==> src/rtl/adc_serial_emulator_pkg.sv <==
// Shared definitions for the serial ADC emulator: FSM encodings, frame length, oversampling limit.
package adc_emu_defs;

  typedef enum logic {CONV_IDLE, CONV_BUSY} conv_state_t;
  typedef enum logic {SH_IDLE, SH_ACTIVE} sh_state_t;

  // Largest oversampling code honoured; anything above is treated as 0.
  localparam logic [2:0] OS_MAX = 3'd6;

  function automatic int tx_len_of(input int w_data, input int n_chan);
    return w_data * n_chan / 2;
  endfunction

endpackage

==> src/rtl/adc_serial_emulator_sync_edge_det.sv <==
// 2-FF synchronizer followed by a 1-FF edge detector; rise/fall pulse one cycle,
// valid in the third clk_in cycle after the input changes.
module sync_edge_det (
  input  logic clk_in,
  input  logic rst_in,
  input  logic din,
  output logic rise,
  output logic fall
);

  logic [2:0] sr;

  always_ff @(posedge clk_in) begin
    if (rst_in) sr <= '0;
    else        sr <= {sr[1:0], din};
  end

  assign rise = sr[1] & ~sr[2];
  assign fall = ~sr[1] & sr[2];

endmodule

==> src/rtl/adc_serial_emulator.sv <==
// Responder model of a 6-channel dual-line serial ADC: CONVST/BUSY handshake and n_CS/SCLK readout.
// Define ADC_EMU_RAMP_EN to replace chan_data_in with an internal per-channel ramp source.
module adc_serial_emulator
  import adc_emu_defs::*;
#(
  parameter int W_DATA = 18,
  parameter int N_CHAN = 6,
  parameter int T_CONV = 200
) (
  input  logic                     clk_in,
  input  logic                     rst_in,
  input  logic [2:0]               adc_os_in,
  input  logic                     adc_convst_in,
  input  logic                     adc_n_cs_in,
  input  logic                     adc_sclk_in,
  input  logic [N_CHAN*W_DATA-1:0] chan_data_in,
  output logic                     adc_busy_out,
  output logic                     adc_data_a_out,
  output logic                     adc_data_b_out,
  output logic [15:0]              conv_count_out
);

  localparam int TX_LEN = tx_len_of(W_DATA, N_CHAN);
  localparam int W_SNAP = W_DATA * N_CHAN;
  localparam int W_TMR  = $clog2((T_CONV << OS_MAX) + 1);
  localparam int W_CNT  = $clog2(TX_LEN + 1);

  logic convst_rise, ncs_rise, ncs_fall, sclk_fall;

  sync_edge_det u_convst (.clk_in, .rst_in, .din(adc_convst_in), .rise(convst_rise), .fall());
  sync_edge_det u_ncs    (.clk_in, .rst_in, .din(adc_n_cs_in),   .rise(ncs_rise),    .fall(ncs_fall));
  sync_edge_det u_sclk   (.clk_in, .rst_in, .din(adc_sclk_in),   .rise(),            .fall(sclk_fall));

  conv_state_t       conv_state, conv_nxt;
  sh_state_t         sh_state, sh_nxt;
  logic [W_TMR-1:0]  conv_len, tmr, tmr_nxt;
  logic [2:0]        os_eff;
  logic              accept;
  logic [W_SNAP-1:0] snapshot, snap_nxt, snap_src;
  logic [TX_LEN-1:0] shift_a, shift_b, sa_nxt, sb_nxt;
  logic [W_CNT-1:0]  bit_cnt, cnt_nxt;

`ifdef ADC_EMU_RAMP_EN
  logic [W_DATA-1:0] ramp [N_CHAN];

  // Snapshot takes the post-increment ramp value, so the first conversion of channel k reads k*1000+k+1.
  always_comb begin
    snap_src = '0;
    for (int k = 0; k < N_CHAN; k++)
      snap_src[(N_CHAN-1-k)*W_DATA +: W_DATA] = ramp[k] + W_DATA'(k + 1);
  end

  always_ff @(posedge clk_in) begin
    for (int k = 0; k < N_CHAN; k++) begin
      if (rst_in)      ramp[k] <= W_DATA'(k * 1000);
      else if (accept) ramp[k] <= snap_src[(N_CHAN-1-k)*W_DATA +: W_DATA];
    end
  end
`else
  assign snap_src = chan_data_in;
`endif

  always_comb begin
    os_eff   = (adc_os_in > OS_MAX) ? 3'd0 : adc_os_in;
    conv_len = W_TMR'(T_CONV) << os_eff;
    conv_nxt = conv_state;
    tmr_nxt  = tmr;
    accept   = 1'b0;
    case (conv_state)
      CONV_IDLE: if (convst_rise) begin
        accept   = 1'b1;
        conv_nxt = CONV_BUSY;
        tmr_nxt  = conv_len - W_TMR'(1);
      end
      CONV_BUSY: if (tmr == '0) conv_nxt = CONV_IDLE;
                 else           tmr_nxt  = tmr - W_TMR'(1);
      default:   conv_nxt = CONV_IDLE;
    endcase
    snap_nxt = accept ? snap_src : snapshot;
  end

  // The load reads snap_nxt so a same-cycle conversion start is reflected in the frame.
  always_comb begin
    sh_nxt  = sh_state;
    sa_nxt  = shift_a;
    sb_nxt  = shift_b;
    cnt_nxt = bit_cnt;
    if (ncs_fall) begin
      sh_nxt  = SH_ACTIVE;
      sa_nxt  = snap_nxt[W_SNAP-1 -: TX_LEN];
      sb_nxt  = snap_nxt[TX_LEN-1:0];
      cnt_nxt = '0;
    end else if (ncs_rise) begin
      sh_nxt = SH_IDLE;
    end else if (sh_state == SH_ACTIVE && sclk_fall) begin
      sa_nxt = {shift_a[TX_LEN-2:0], 1'b0};
      sb_nxt = {shift_b[TX_LEN-2:0], 1'b0};
      if (bit_cnt != W_CNT'(TX_LEN)) cnt_nxt = bit_cnt + W_CNT'(1);
    end
  end

  always_ff @(posedge clk_in) begin
    if (rst_in) begin
      conv_state     <= CONV_IDLE;
      tmr            <= '0;
      snapshot       <= '0;
      conv_count_out <= '0;
      adc_busy_out   <= 1'b0;
      sh_state       <= SH_IDLE;
      shift_a        <= '0;
      shift_b        <= '0;
      bit_cnt        <= '0;
    end else begin
      conv_state   <= conv_nxt;
      tmr          <= tmr_nxt;
      snapshot     <= snap_nxt;
      adc_busy_out <= (conv_state == CONV_BUSY);
      if (accept) conv_count_out <= conv_count_out + 16'd1;
      sh_state <= sh_nxt;
      shift_a  <= sa_nxt;
      shift_b  <= sb_nxt;
      bit_cnt  <= cnt_nxt;
    end
  end

  assign adc_data_a_out = (sh_state == SH_ACTIVE) & shift_a[TX_LEN-1];
  assign adc_data_b_out = (sh_state == SH_ACTIVE) & shift_b[TX_LEN-1];

endmodule
==> config.mk <==
export PLATFORM = sky130hd
export DESIGN_NAME = adc_serial_emulator
export DESIGN_NICKNAME = d
export VERILOG_FILES = /design/src/rtl/adc_serial_emulator_pkg.sv /design/src/rtl/adc_serial_emulator_sync_edge_det.sv /design/src/rtl/adc_serial_emulator.sv
export SDC_FILE = /design/constraint.sdc
export NUM_CORES = 1
export LEC_CHECK = 0
export CAP_MARGIN = 20
export CORE_ASPECT_RATIO = 1.25
export CORE_MARGIN = 2
export CORE_UTILIZATION = 30
export CTS_BUF_LIST = sky130_fd_sc_hd__clkbuf_8
export DETAILED_ROUTE_END_ITERATION = 10
export PLACE_DENSITY = 0.5
export SYNTH_ARGS = -nofsm -noshare
export SYNTH_HDL_FRONTEND = slang
export SYNTH_SLANG_ARGS = --single-unit
==> constraint.sdc <==
create_clock -name clk_in -period 2.2 [get_ports clk_in]
set_input_delay 0.66 -clock clk_in [delete_from_list [all_inputs] [get_ports clk_in]]
set_output_delay 0.66 -clock clk_in [all_outputs]
set_load 0.01 [all_outputs]
After elaboration in Yosys (flattened, before gate mapping)
Cells that the tools add are included.
{ "classes": {"order_cmp": 1, "muxes": 17, "eq_ne": 3, "n_bitwise": 11, "addsub": 3, "shifts": 1, "reduce_logical": 6} }
{ "ops": {"columns": ["operator", "count"], "rows": [
  ["54-bit 2-to-1 mux", 6],
  ["108-bit 2-to-1 mux", 1],
  ["14-bit 2-to-1 mux", 2],
  ["14-bit one-hot mux with 2 select lines", 1],
  ["14-bit by 1-bit subtractor with 14-bit output, second input constant", 2],
  ["16-bit by 1-bit adder with 16-bit output, second input constant", 1],
  ["14-bit logical NOT", 1],
  ["8-bit by 3-bit << shifter with 14-bit output, first input constant", 1],
  ["1-bit AND", 6],
  ["1-bit 2-to-1 mux", 5],
  ["1-bit NOT", 5],
  ["2-bit inequality test, second input constant", 2],
  ["2-bit AND reduction", 2],
  ["2-bit nonzero test", 2],
  ["3-bit > comparator, second input constant", 1],
  ["3-bit 2-to-1 mux", 1],
  ["2-bit by 1-bit inequality test with 1-bit output, second input constant", 1],
  ["1-bit one-hot mux with 2 select lines", 1],
  ["1-bit logical AND", 1]
]} }
{ "word_totals": {"wordCells": 53, "input_bits": 116, "register_bits": 258, "output_inout_bits": 19} }

Longest topological paths before layout
{ "logic_depth": {"word_depth": 6, "depth_mapped": 10, "mapped_depth_nobuf": 8} }

Modules after synthesis
From an unflattened synthesis, not the netlist that was laid out.
{ "hier_totals": {"cells_unflattened": 1125, "area_unflattened_um2": 10522.6} }
{ "modules_own_cells": {"columns": ["mod", "instances", "seq_area_each_um2", "cells_each", "area_per_inst_um2"], "rows": [
  ["adc_serial_emulator", 1, 4984.8, 1101, 10248.6],
  ["sync_edge_det", 3, 60.1, 8, 91.3]
]} }

Worst setup path before layout
Ideal clock, no wire load.
{ "synth_path": {"kind": "input -> register", "from": "input port adc_os_in[0]", "to": "register tmr[13]", "cell_stages": 9, "slack_ns": -0.100, "t_arrival_ns": 2.168, "required_time_ns": 2.068, "setup_ns": 0.132, "n_path_buf": 1, "cell_sequence": "inv_1 ha_1 nand2b_1 buf_2 a211o_1 a21oi_1 and4b_1 and4_1 nor3_1"} }
{ "synth_between": {"elab_chain_cells": 6} }
{ "synth_rtl": {"columns": ["element", "line", "text"], "rows": [
  ["start: declaration", "adc_serial_emulator.sv:12", "input logic [2:0] adc_os_in,"],
  ["3-bit > comparator", "adc_serial_emulator.sv:64", "os_eff = (adc_os_in > OS_MAX) ? 3'd0 : adc_os_in;"],
  ["3-bit 2-to-1 mux *", "adc_serial_emulator.sv:64", null],
  ["8-bit by 3-bit << shifter with 14-bit output *", "adc_serial_emulator.sv:65", "conv_len = W_TMR'(T_CONV) << os_eff;"],
  ["14-bit by 1-bit subtractor with 14-bit output *", "adc_serial_emulator.sv:73", "tmr_nxt = conv_len - W_TMR'(1);"],
  ["14-bit 2-to-1 mux *", "adc_serial_emulator.sv:70", "CONV_IDLE: if (convst_rise) begin"],
  ["14-bit one-hot mux with 2 select lines *", "adc_serial_emulator.sv:69", "case (conv_state)"],
  ["end signal: assignment", "adc_serial_emulator.sv:115", "tmr <= tmr_nxt;"],
  ["end: declaration", "adc_serial_emulator.sv:36", "logic [W_TMR-1:0] conv_len, tmr, tmr_nxt;"]
]} }
Mark *: on every way between the ends. The rest lies on a longest branch, timed or not. The select of a mux whose other input is x is not followed.
A chain may end at the register's enable or synchronous reset.

Worst setup path after layout
{ "layout_path": {"from": "register conv_count_out[5]", "to": "output port conv_count_out[5]"} }
{ "layout_lines": {"columns": ["element", "line", "text"], "rows": [
  ["start: declaration", "adc_serial_emulator.sv:20", "output logic [15:0] conv_count_out"],
  ["start signal: assignment", "adc_serial_emulator.sv:118", "if (accept) conv_count_out <= conv_count_out + 16'd1;"]
]} }
No word-level cell between the ends.

==> impl_metrics.tcl <==
set metrics [dict create \
    cpPeakStageDelay_ns 0.55 \
    ir_drop_mv 0.458 \
    via_per_inst 4.66 \
    cts_setup_buffers 0 \
    synth_top_area_frac 0.492 \
    cts_tree "done" \
    clockBufferDepth 3 \
    n_fill_cell 3548 \
    worstSetupEndpointType "output pin" \
    htree_levels 2 \
    synth_warnings 0 \
    crit_required_ns 1.54 \
    path_buf_inv 1 \
    hold_path_end "shift_b[49]$_SDFFE_PP0P_" \
    wire_per_inst_um 14.3 \
    syn_avg_cell_area_um2 8.84 \
    rsz0062_at_grt "yes" \
    syn_area_um2 10500 \
    io_pins 135 \
    setup.worst_path.start_class "flop" \
    async_flop_share 0 \
    antenna_found_initial 0 \
    regArea_um2 5170 \
    gp_congestion 0.841 \
    drv_cap 0 \
    yosys-top-cells-count "dfxtp_1, nand2_1, nor2_1" \
    grt_pass1_wl_um 42000 \
    die_h_um 213 \
    ys_ff_latch 258 \
    routed_wl_um 26000 \
    start_util 0.304 \
    multi_input_area_um2 4970 \
    arrival_ns 1.47 \
    r2r-end "tmr[2]$_SDFFE_PP0P_" \
    reg2regPathDepth 6 \
    p_leak_nw 4.68 \
    drt_iter0_drc 358 \
    synth_edf_count 0 \
    cp_cell_sequence "clkdlybuf4s50_1" \
    track_usage 0.142 \
    path_max_fanout 4 \
    diodes 0 \
    hpwl_um 16000 \
    drive_above_1_share 0.104 \
    netlist_instances 1187 \
    row_count 76 \
    clock_sinks 258 \
    cts_hold_buf 0 \
    crit_type "reg2out" \
    syn_nets 1310 \
    fp.dieArea_um2 36500 \
    path_clk_slew_ns 0.06 \
    tightestPinTransition_ns 0.998 \
    fmax_mhz 469 \
    fin_crit_ns 2.13 \
    synth_ff_type "dfxtp_1" \
    die_x_um 171 \
    cpLargestDelayFamily "buffers and inverters" \
    cpMaxStageDelayCell "clkdlybuf4s50_1" \
    final_area_um2 13500 \
    synth.largest_area_cell "dfxtp_1" \
    ys_seq_area_frac 0.492 \
    numPortBuffers 134 \
    grt_start_max_net_pins 215 \
    drc 0 \
    regToRegStartpoint "tmr[4]$_SDFFE_PP0P_" \
    drv_slew 0 \
    setup_violations 0 \
    yosysMostFrequentCell "dfxtp_1" \
    num_vias 8479 \
    clock_skew_ns 0.0216 \
    placed_area_um2 12600 \
    regToRegSetupSlack_ns 0.16 \
    whs_ns 0.449 \
    core_um2 34500 \
    clock_latency_ns 0.56 \
    dr.pass1.iters 4 \
    hp-class "reg2reg" \
    slew_headroom 0.335 \
    min_period_over_period 0.969 \
    path_depth 1 \
    gr-total-overflow 0 \
    ant_nets 0 \
    grt_pass1_vias 8378 \
    power_density_nw_per_um2 764 \
    synthTopCellsByArea "dfxtp_1, mux2i_1, nand2_1, o211ai_1, a21oi_1" \
    cts_buffers 45 \
    cts-root-buf "clkbuf_8" \
    syn_to_final_growth_pct 28.9 \
    final_hold_viol_count 0 \
    status "finished clean" \
    worstHoldStart "shift_b[49]$_SDFFE_PP0P_" \
    whs_path_depth 2 \
    fin_nets 1444 \
    synthDistinctLibCells 55 \
]
layer usage:
metal | GRT usage | part of all wire
met1 | 0.173 | 0.45
met2 | 0.242 | 0.48
met3 | 0.0315 | 0.045
met4 | 0.0535 | 0.025
met5 | 0 | 0
metrics by stage:
step | power (mW) | std cells | setup WS [ns] | TNS, ns | util
after detailed placement | 5.90 | 1740 | -0.673 | -6.50 | 0.364
after global routing | 10.9 | 1818 | -0.000852 | -0.000852 | 0.392
after CTS | 10.5 | 1816 | 0.00966 | 0 | 0.391
after floorplan | 5.45 | 1187 | -0.000906 | -0.000906 | -
after global placement | 5.90 | 1740 | -0.676 | -6.39 | 0.364
final | 10.3 | 1818 | 0.0672 | 0 | 0.392
report_power, final:
group	total (mW)	switching, mW	internal [mW]
Combinational	0.973	0.482	0.491
Clock	4.54	1.94	2.60
Sequential	4.83	0.0532	4.78
sequential cells by signal, summed over array words and instances (netlist names):
| register | count |
|---|---|
| adc_busy_out | 1 |
| conv_count_out | 16 |
| conv_state | 1 |
| sh_state | 1 |
| shift_a | 54 |
| shift_b | 54 |
| snapshot | 108 |
| tmr | 14 |
| u_convst.sr | 3 |
| u_ncs.sr | 3 |
| u_sclk.sr | 3 |
cells in the final DEF (no fill, tap or decap), types with 12 or more instances in the layout:
cell type	n
mux2i_1	118
inv_1	18
xor2_1	13
buf_4	34
nor2_1	142
dlygate4sd2_1	17
nand2_1	225
a21oi_1	114
buf_12	12
o211ai_1	106
clkbuf_8	63
nor2b_1	14
dfxtp_1	254
clkdlybuf4s50_1	115
area by class of cell:
type,count,area share
sequential,258,0.382
multi-input combinational,825,0.367
timing repair buffer,181,0.135
clock buffer,62,0.0630
tap,468,0.0433
clock inverter,14,0.00638
inverter,10,0.00277
what timing repair did:
item | 4_1_cts | 5_1_grt
resized for setup | 24 | 5
cloned | 0 | 2
endpoints found under the setup margin | 21 | 49
pin swaps | 4 | 4
how the worst max path moves through the flow:
stage,to,from,slack (ns)
finish,conv_count_out[5],conv_count_out[5]$_SDFFE_PP0P_,0.07
global route,tmr[10]$_SDFFE_PP0P_,adc_os_in[1],-0.0009
CTS,conv_count_out[13],conv_count_out[13]$_SDFFE_PP0P_,0.01
detailed placement,tmr[10]$_SDFFE_PP0P_,adc_os_in[1],-0.67
global placement,tmr[10]$_SDFFE_PP0P_,adc_os_in[1],-0.68
floorplan,tmr[13]$_SDFFE_PP0P_,adc_os_in[0],-0.0009
cell families (layout without fill, tap and decap cells):
logic type                 Yosys count  count (layout)  share of synthesized area
adders and majority gates            7               7                    0.00834
AOI/OAI and AO/OA                  251             252                      0.156
buffers and inverters              106             267                     0.0427
and+or+nand+nor                    426             427                      0.171
muxes                              119             119                      0.114
xor gates and xnor gates            20              20                     0.0167
DFF                                258             258                      0.492
Power figures use the tool's default switching activity.
